$ cat src/rtl/disp_pkg.sv
// disp_pkg: shared glyphs, enable constants and digit index type for the mm:ss display
package disp_pkg;
  typedef logic [1:0] digit_idx_t;
  localparam logic [6:0] SEG_0    = 7'b1000000;
  localparam logic [6:0] SEG_1    = 7'b1111001;
  localparam logic [6:0] SEG_2    = 7'b0100100;
  localparam logic [6:0] SEG_3    = 7'b0110000;
  localparam logic [6:0] SEG_4    = 7'b0011001;
  localparam logic [6:0] SEG_5    = 7'b0010010;
  localparam logic [6:0] SEG_6    = 7'b0000010;
  localparam logic [6:0] SEG_7    = 7'b1111000;
  localparam logic [6:0] SEG_8    = 7'b0000000;
  localparam logic [6:0] SEG_9    = 7'b0010000;
  localparam logic [6:0] SEG_DASH = 7'b0111111;
  localparam logic [6:0] SEG_OFF  = 7'b1111111;
  localparam logic [3:0] AN_OFF   = 4'b1111;
  // Out-of-range tens become 4'hf so the decoder renders them as a dash
  function automatic logic [3:0] tens_digit(input logic [2:0] t);
    return t > 3'd5 ? 4'hf : {1'b0, t};
  endfunction
endpackage

$ cat src/rtl/bcd_to_seg7.sv
// bcd_to_seg7: BCD digit to active-low {g,f,e,d,c,b,a}, dash for 10-15
module bcd_to_seg7
  import disp_pkg::*;
(
  input  logic [3:0] digit,
  output logic [6:0] seg
);
  always_comb begin
    case (digit)
      4'd0: seg = SEG_0;
      4'd1: seg = SEG_1;
      4'd2: seg = SEG_2;
      4'd3: seg = SEG_3;
      4'd4: seg = SEG_4;
      4'd5: seg = SEG_5;
      4'd6: seg = SEG_6;
      4'd7: seg = SEG_7;
      4'd8: seg = SEG_8;
      4'd9: seg = SEG_9;
      default: seg = SEG_DASH;
    endcase
  end
endmodule

$ cat src/rtl/disp_scan_mmss.sv
// disp_scan_mmss: 4-digit multiplexed mm:ss common-anode driver with per-frame snapshot
module disp_scan_mmss
  import disp_pkg::*;
#(
  parameter int SCAN_DIV = 50000,
  parameter bit BLANK_LZ = 1'b1
) (
  input  logic       clk,
  input  logic       rst,
  input  logic [6:0] sec,
  input  logic [6:0] min,
  input  logic       blank,
  output logic [3:0] an,
  output logic [6:0] seg,
  output logic       dp
);
  localparam int DW = SCAN_DIV > 1 ? $clog2(SCAN_DIV) : 1;
  logic [DW-1:0] div;
  digit_idx_t    idx;
  logic [13:0]   snap;
  logic          primed;
  logic          tick;
  logic          off;
  logic [3:0]    digit;
  logic [6:0]    glyph;
  always_comb begin
    tick  = div == DW'(SCAN_DIV - 1);
    digit = idx == 2'd0 ? snap[3:0] :
            idx == 2'd1 ? tens_digit(snap[6:4]) :
            idx == 2'd2 ? snap[10:7] : tens_digit(snap[13:11]);
    off   = blank || (BLANK_LZ && idx == 2'd3 && snap[13:11] == 3'd0);
  end
  bcd_to_seg7 u_dec (.digit(digit), .seg(glyph));
  // Snapshot reloads on the same edge idx wraps to 0, so every frame is coherent
  always_ff @(posedge clk or negedge rst) begin
    if (!rst) begin
      div    <= '0;
      idx    <= '0;
      snap   <= '0;
      primed <= 1'b0;
      an     <= AN_OFF;
      seg    <= SEG_OFF;
      dp     <= 1'b1;
    end else begin
      div    <= tick ? '0 : div + 1'b1;
      idx    <= idx + digit_idx_t'(tick);
      primed <= 1'b1;
      if (!primed || (tick && idx == 2'd3)) snap <= {min, sec};
      an     <= off ? AN_OFF : ~(4'b0001 << idx);
      seg    <= off ? SEG_OFF : glyph;
      dp     <= ~(!blank && idx == 2'd2 && !snap[0]);
    end
  end
endmodule

$ cat config.mk
export PLATFORM = sky130hd
export DESIGN_NAME = disp_scan_mmss
export DESIGN_NICKNAME = d
export VERILOG_FILES = /design/src/rtl/disp_pkg.sv /design/src/rtl/bcd_to_seg7.sv /design/src/rtl/disp_scan_mmss.sv
export SDC_FILE = /design/constraint.sdc
export NUM_CORES = 1
export LEC_CHECK = 0
export BUFFER_PORTS_ARGS = -buffer_cell sky130_fd_sc_hd__buf_4
export CORE_ASPECT_RATIO = 0.7
export CORE_MARGIN = 2
export CORE_UTILIZATION = 45
export CTS_CLUSTER_SIZE = 14
export DETAILED_ROUTE_END_ITERATION = 10
export PLACE_DENSITY = 0.64
export SYNTH_ARGS = -nofsm -noshare
export SYNTH_HDL_FRONTEND = slang
export SYNTH_HIERARCHICAL = 1
export SYNTH_SLANG_ARGS = --single-unit
$ cat constraint.sdc
create_clock -name clk -period 2.2 [get_ports clk]
set_input_delay 0.22 -clock clk [delete_from_list [all_inputs] [get_ports clk]]
set_output_delay 0.22 -clock clk [all_outputs]
set_load 0.01 [all_outputs]
==> impl_metrics.yaml <==
synth:
  post_synth_instance_area_sq_um: 2250
  post_synth_fa_ha_maj_area_fraction: 0.0389
  seq_area_frac_synth: 0.507
  yosys_warnings: 6
  synthDistinctLibCells: 53
  multiplexer_share_of_the_synthesized_area: 0.116
  asyncSetResetFlopFracSynth: 1.00
  synth_cells: 188
  synthXorXnorAreaFrac: 0.0428
  synth_largest_type_area_fraction: 0.367
  synth.ff_latch_count: 45
  synth_top_area_cells: "dfrtp_1 (37%), dfstp_2 (14%), mux2_4 (6.7%)"
  synthSimpleGateAreaFrac: 0.201
  synth_edf_count: 0
  ys.flop_type: "dfrtp_1"
  avgSynthCellArea_sq_um: 12.0
  combinational_family_with_the_most_area_after_synthesis: "simple AND/OR/NAND/NOR gates"
  post_synthesis_compound_gate_area_fraction: 0.0623
  synth_fp_nets: 212
  synth.largest_area_cell: "dfrtp_1"
critical_path:
  worstReg2RegStart: "idx[1]$_DFF_PN0_"
  slowest_cell_on_the_critical_path: "mux4_2"
  endpoint_kind: "register"
  timing.critical_path.cells: "mux4_2 > inv_1 > ha_1 > mux2i_1 > a22oi_1 > nand2b_1"
  timing.critical_path.from_type: "register"
  crit_path_max_fanout: 8
  worst_ep_arrival_time_ps: 2190
  worst-setup-path-type: "reg2reg"
  crit_required_ps: 2440
  startpoint: "idx[1]$_DFF_PN0_"
  max_stage_delay_ps: 640
sta:
  headroom_to_the_max_slew_limit: 0.639
  finalHoldViolations: 0
  finalMaxSlewViolations: 0
  setup_total_negative_slack_ps: 0
  hold_ws_ps: 150
  finalSetupViolations: 0
  fin_skew_ps: 7.00
  final.min_clock_period_ps: 1950
  setup_repair_after_global_routing_missed_its_margin: "no"
  post-route-period-util: 0.885
  final.setup.worst_slack_ps: 253
  fmax_ghz: 0.514
  timing_worst_slew_pin_value_ps: 542
final_layout:
  layout_net_count: 246
  multi_input_area_sq_um: 1040
  area_growth_pct: 18.9
  area.sequential_sq_um: 1140
  antenna-diode-count: 0
  filler_cell_count: 395
  fraction_of_layout_cells_with_a_size_suffix_above_1: 0.354
route:
  via_per_instance_ratio: 5.07
  route.vias.total: 1480
  antenna_violating_nets_post_route: 0
  routed_wire_length_per_instance_um: 14.1
  post_route_drc_violation_count: 0
  postRouteWirelength_um: 4120
  drt_iter0_drc: 53
  drt_pass1_iterations: 4
floorplan:
  starting_density: 0.468
  fp.dieH_um: 63.2
  chipWidth_um: 88.5
  core_region_area_sq_um: 4810
  floorplan.die_area_sq_um: 5590
  std_cell_rows: 21
  top_level_ports: 29
power:
  power_density_nw_per_um2: 658
  report.power.total_uw: 1760
  total_leakage_power_uw: 0.00120
  max-vdd-ir-drop_mv: 0.266
global_route:
  grt_remaining_overflow: 0
  number_of_antenna_violations_at_the_first_check_in_global_routing: 0
  number_of_global_route_vias_before_repair: 1463
  grt_max_degree: 46
  grt_first_pass_wirelength_um: 7160
  total_track_usage: 0.169
clock_network:
  worstSkewPairLatency_ps: 300
  clock_tree.buffer_depth: 2
  cts_tree: "done"
  clock_transition_at_the_registers_of_the_reported_paths_ps: 80
  ctsRootBufferMaster: "clkbuf_8"
  clock_tree_sinks: 45
  cts_max_level: 2
  cts_made_buffers: 5
min_path:
  min_from: "min[2]"
  hp-class: "in2reg"
outcome:
  run_status: "completed"
placed_design:
  port_buffers: 28
  gpl.final_weighted_congestion: 0.825
  hpwlAfterDp_um: 3200
  dp_worst_setup_slack_ps: 194
run:
  cap_viol_max_count: 0
-- sequential cells by signal, summed over array words and instances, names as in the netlist --
name	count
div	16
idx	2
primed	1
dp	1
snap	14
seg	7
an	4
-- report_power, final --
part	internal, uW	switching (uW)	total (uW)
Sequential	879	27.5	907
Combinational	124	95.9	220
Clock	360	276	636
-- repair_timing --
action	CTS	global route
gates resized for setup	0	1
hold endpoints to repair	33	0
hold buffers	1	0
endpoints found under the setup margin	0	1
setup buffers	0	0
-- cells in the final DEF, fill, tap and decap left out, types with 2 or more instances in the layout --
cell type | synthesis | final
clkbuf_16 | 0 | 2
mux2i_1 | 2 | 2
clkbuf_8 | 0 | 5
nand4_1 | 3 | 3
nand3_1 | 4 | 4
and3_1 | 2 | 2
nor4_1 | 2 | 2
a22oi_1 | 2 | 2
xnor2_1 | 6 | 6
buf_4 | 0 | 31
a31oi_1 | 2 | 2
nor2b_1 | 3 | 3
nor2_1 | 14 | 14
mux2_4 | 10 | 10
o31ai_1 | 3 | 3
dfrtp_1 | 33 | 33
dfstp_2 | 12 | 12
o21ai_0 | 5 | 4
inv_1 | 6 | 6
and4bb_2 | 2 | 2
a21oi_1 | 5 | 5
ha_1 | 7 | 7
nand2_1 | 15 | 15
or4_1 | 2 | 2
mux2_2 | 4 | 4
xor2_1 | 5 | 5
nand2b_1 | 8 | 8
mux4_2 | 2 | 2
-- through the flow --
step / instances / instance area [sq um] / utilization
2_1_floorplan: 188 / 2250 / -
3_3_place_gp: 283 / 2540 / 0.529
3_5_place_dp: 283 / 2540 / 0.529
4_1_cts: 292 / 2680 / 0.557
5_1_grt: 292 / 2680 / 0.557
6_report: 292 / 2680 / 0.557
-- critical path, delay by kind of cell, from the launching register on --
kind                     cells  cell delay [ps]
AO/OA/AOI/OAI                1              200
adder cells (fa/ha/maj)      1              150
buffers and inverters        1              130
flip-flops                   1              540
multiplexers                 2              720
AND/OR/NAND/NOR              1              140
-- cell type report --
| type | count | share of cell area |
|---|---|---|
| Multi-Input combinational cell | 131 | 0.388 |
| Timing Repair Buffer | 33 | 0.0982 |
| Clock inverter | 1 | 0.00187 |
| Clock buffer | 7 | 0.0444 |
| Inverter | 6 | 0.00842 |
| Sequential cell | 45 | 0.426 |
| Tap cell | 69 | 0.0323 |
-- synth_stat cells, types with 3 or more instances --
| master | instances |
|---|---|
| a21oi_1 | 5 |
| dfrtp_1 | 33 |
| dfstp_2 | 12 |
| ha_1 | 7 |
| inv_1 | 6 |
| mux2_2 | 4 |
| mux2_4 | 10 |
| nand2_1 | 15 |
| nand2b_1 | 8 |
| nand3_1 | 4 |
| nand4_1 | 3 |
| nor2_1 | 14 |
| nor2b_1 | 3 |
| o21ai_0 | 5 |
| o31ai_1 | 3 |
| xnor2_1 | 6 |
| xor2_1 | 5 |
-- layer usage --
metal	vias up	part of all wire	global-route usage
met2	41	0.43	0.233
met4	0	0.011	0.0663
met3	7	0.052	0.0406
met5	-	0	0
li1	723	-	-
met1	709	0.51	0.254
-- cells by family after synthesis --
group           count (synthesis)
fa+ha+maj                       7
xor+xnor                       11
compound gates                 21
mux                            18
other cells                     1
flops                          45
buf+inv                        12
simple gates                   73
-- final timing paths --
check                                            to  slack, ps  cells after the start
worst max-delay path               seg[3]$_DFF_PN1_        250                      6
worst min-delay path            snap[9]$_DFFE_PN0P_        150                      2
worst max register to register     seg[3]$_DFF_PN1_        250                      6
worst min register to register    div[14]$_DFF_PN0_        510                      1
max in group asynchronous          seg[6]$_DFF_PN1_       1370                      2
min in group asynchronous          div[6]$_DFF_PN0_        440                      2
(Power assumes the default switching activity.)
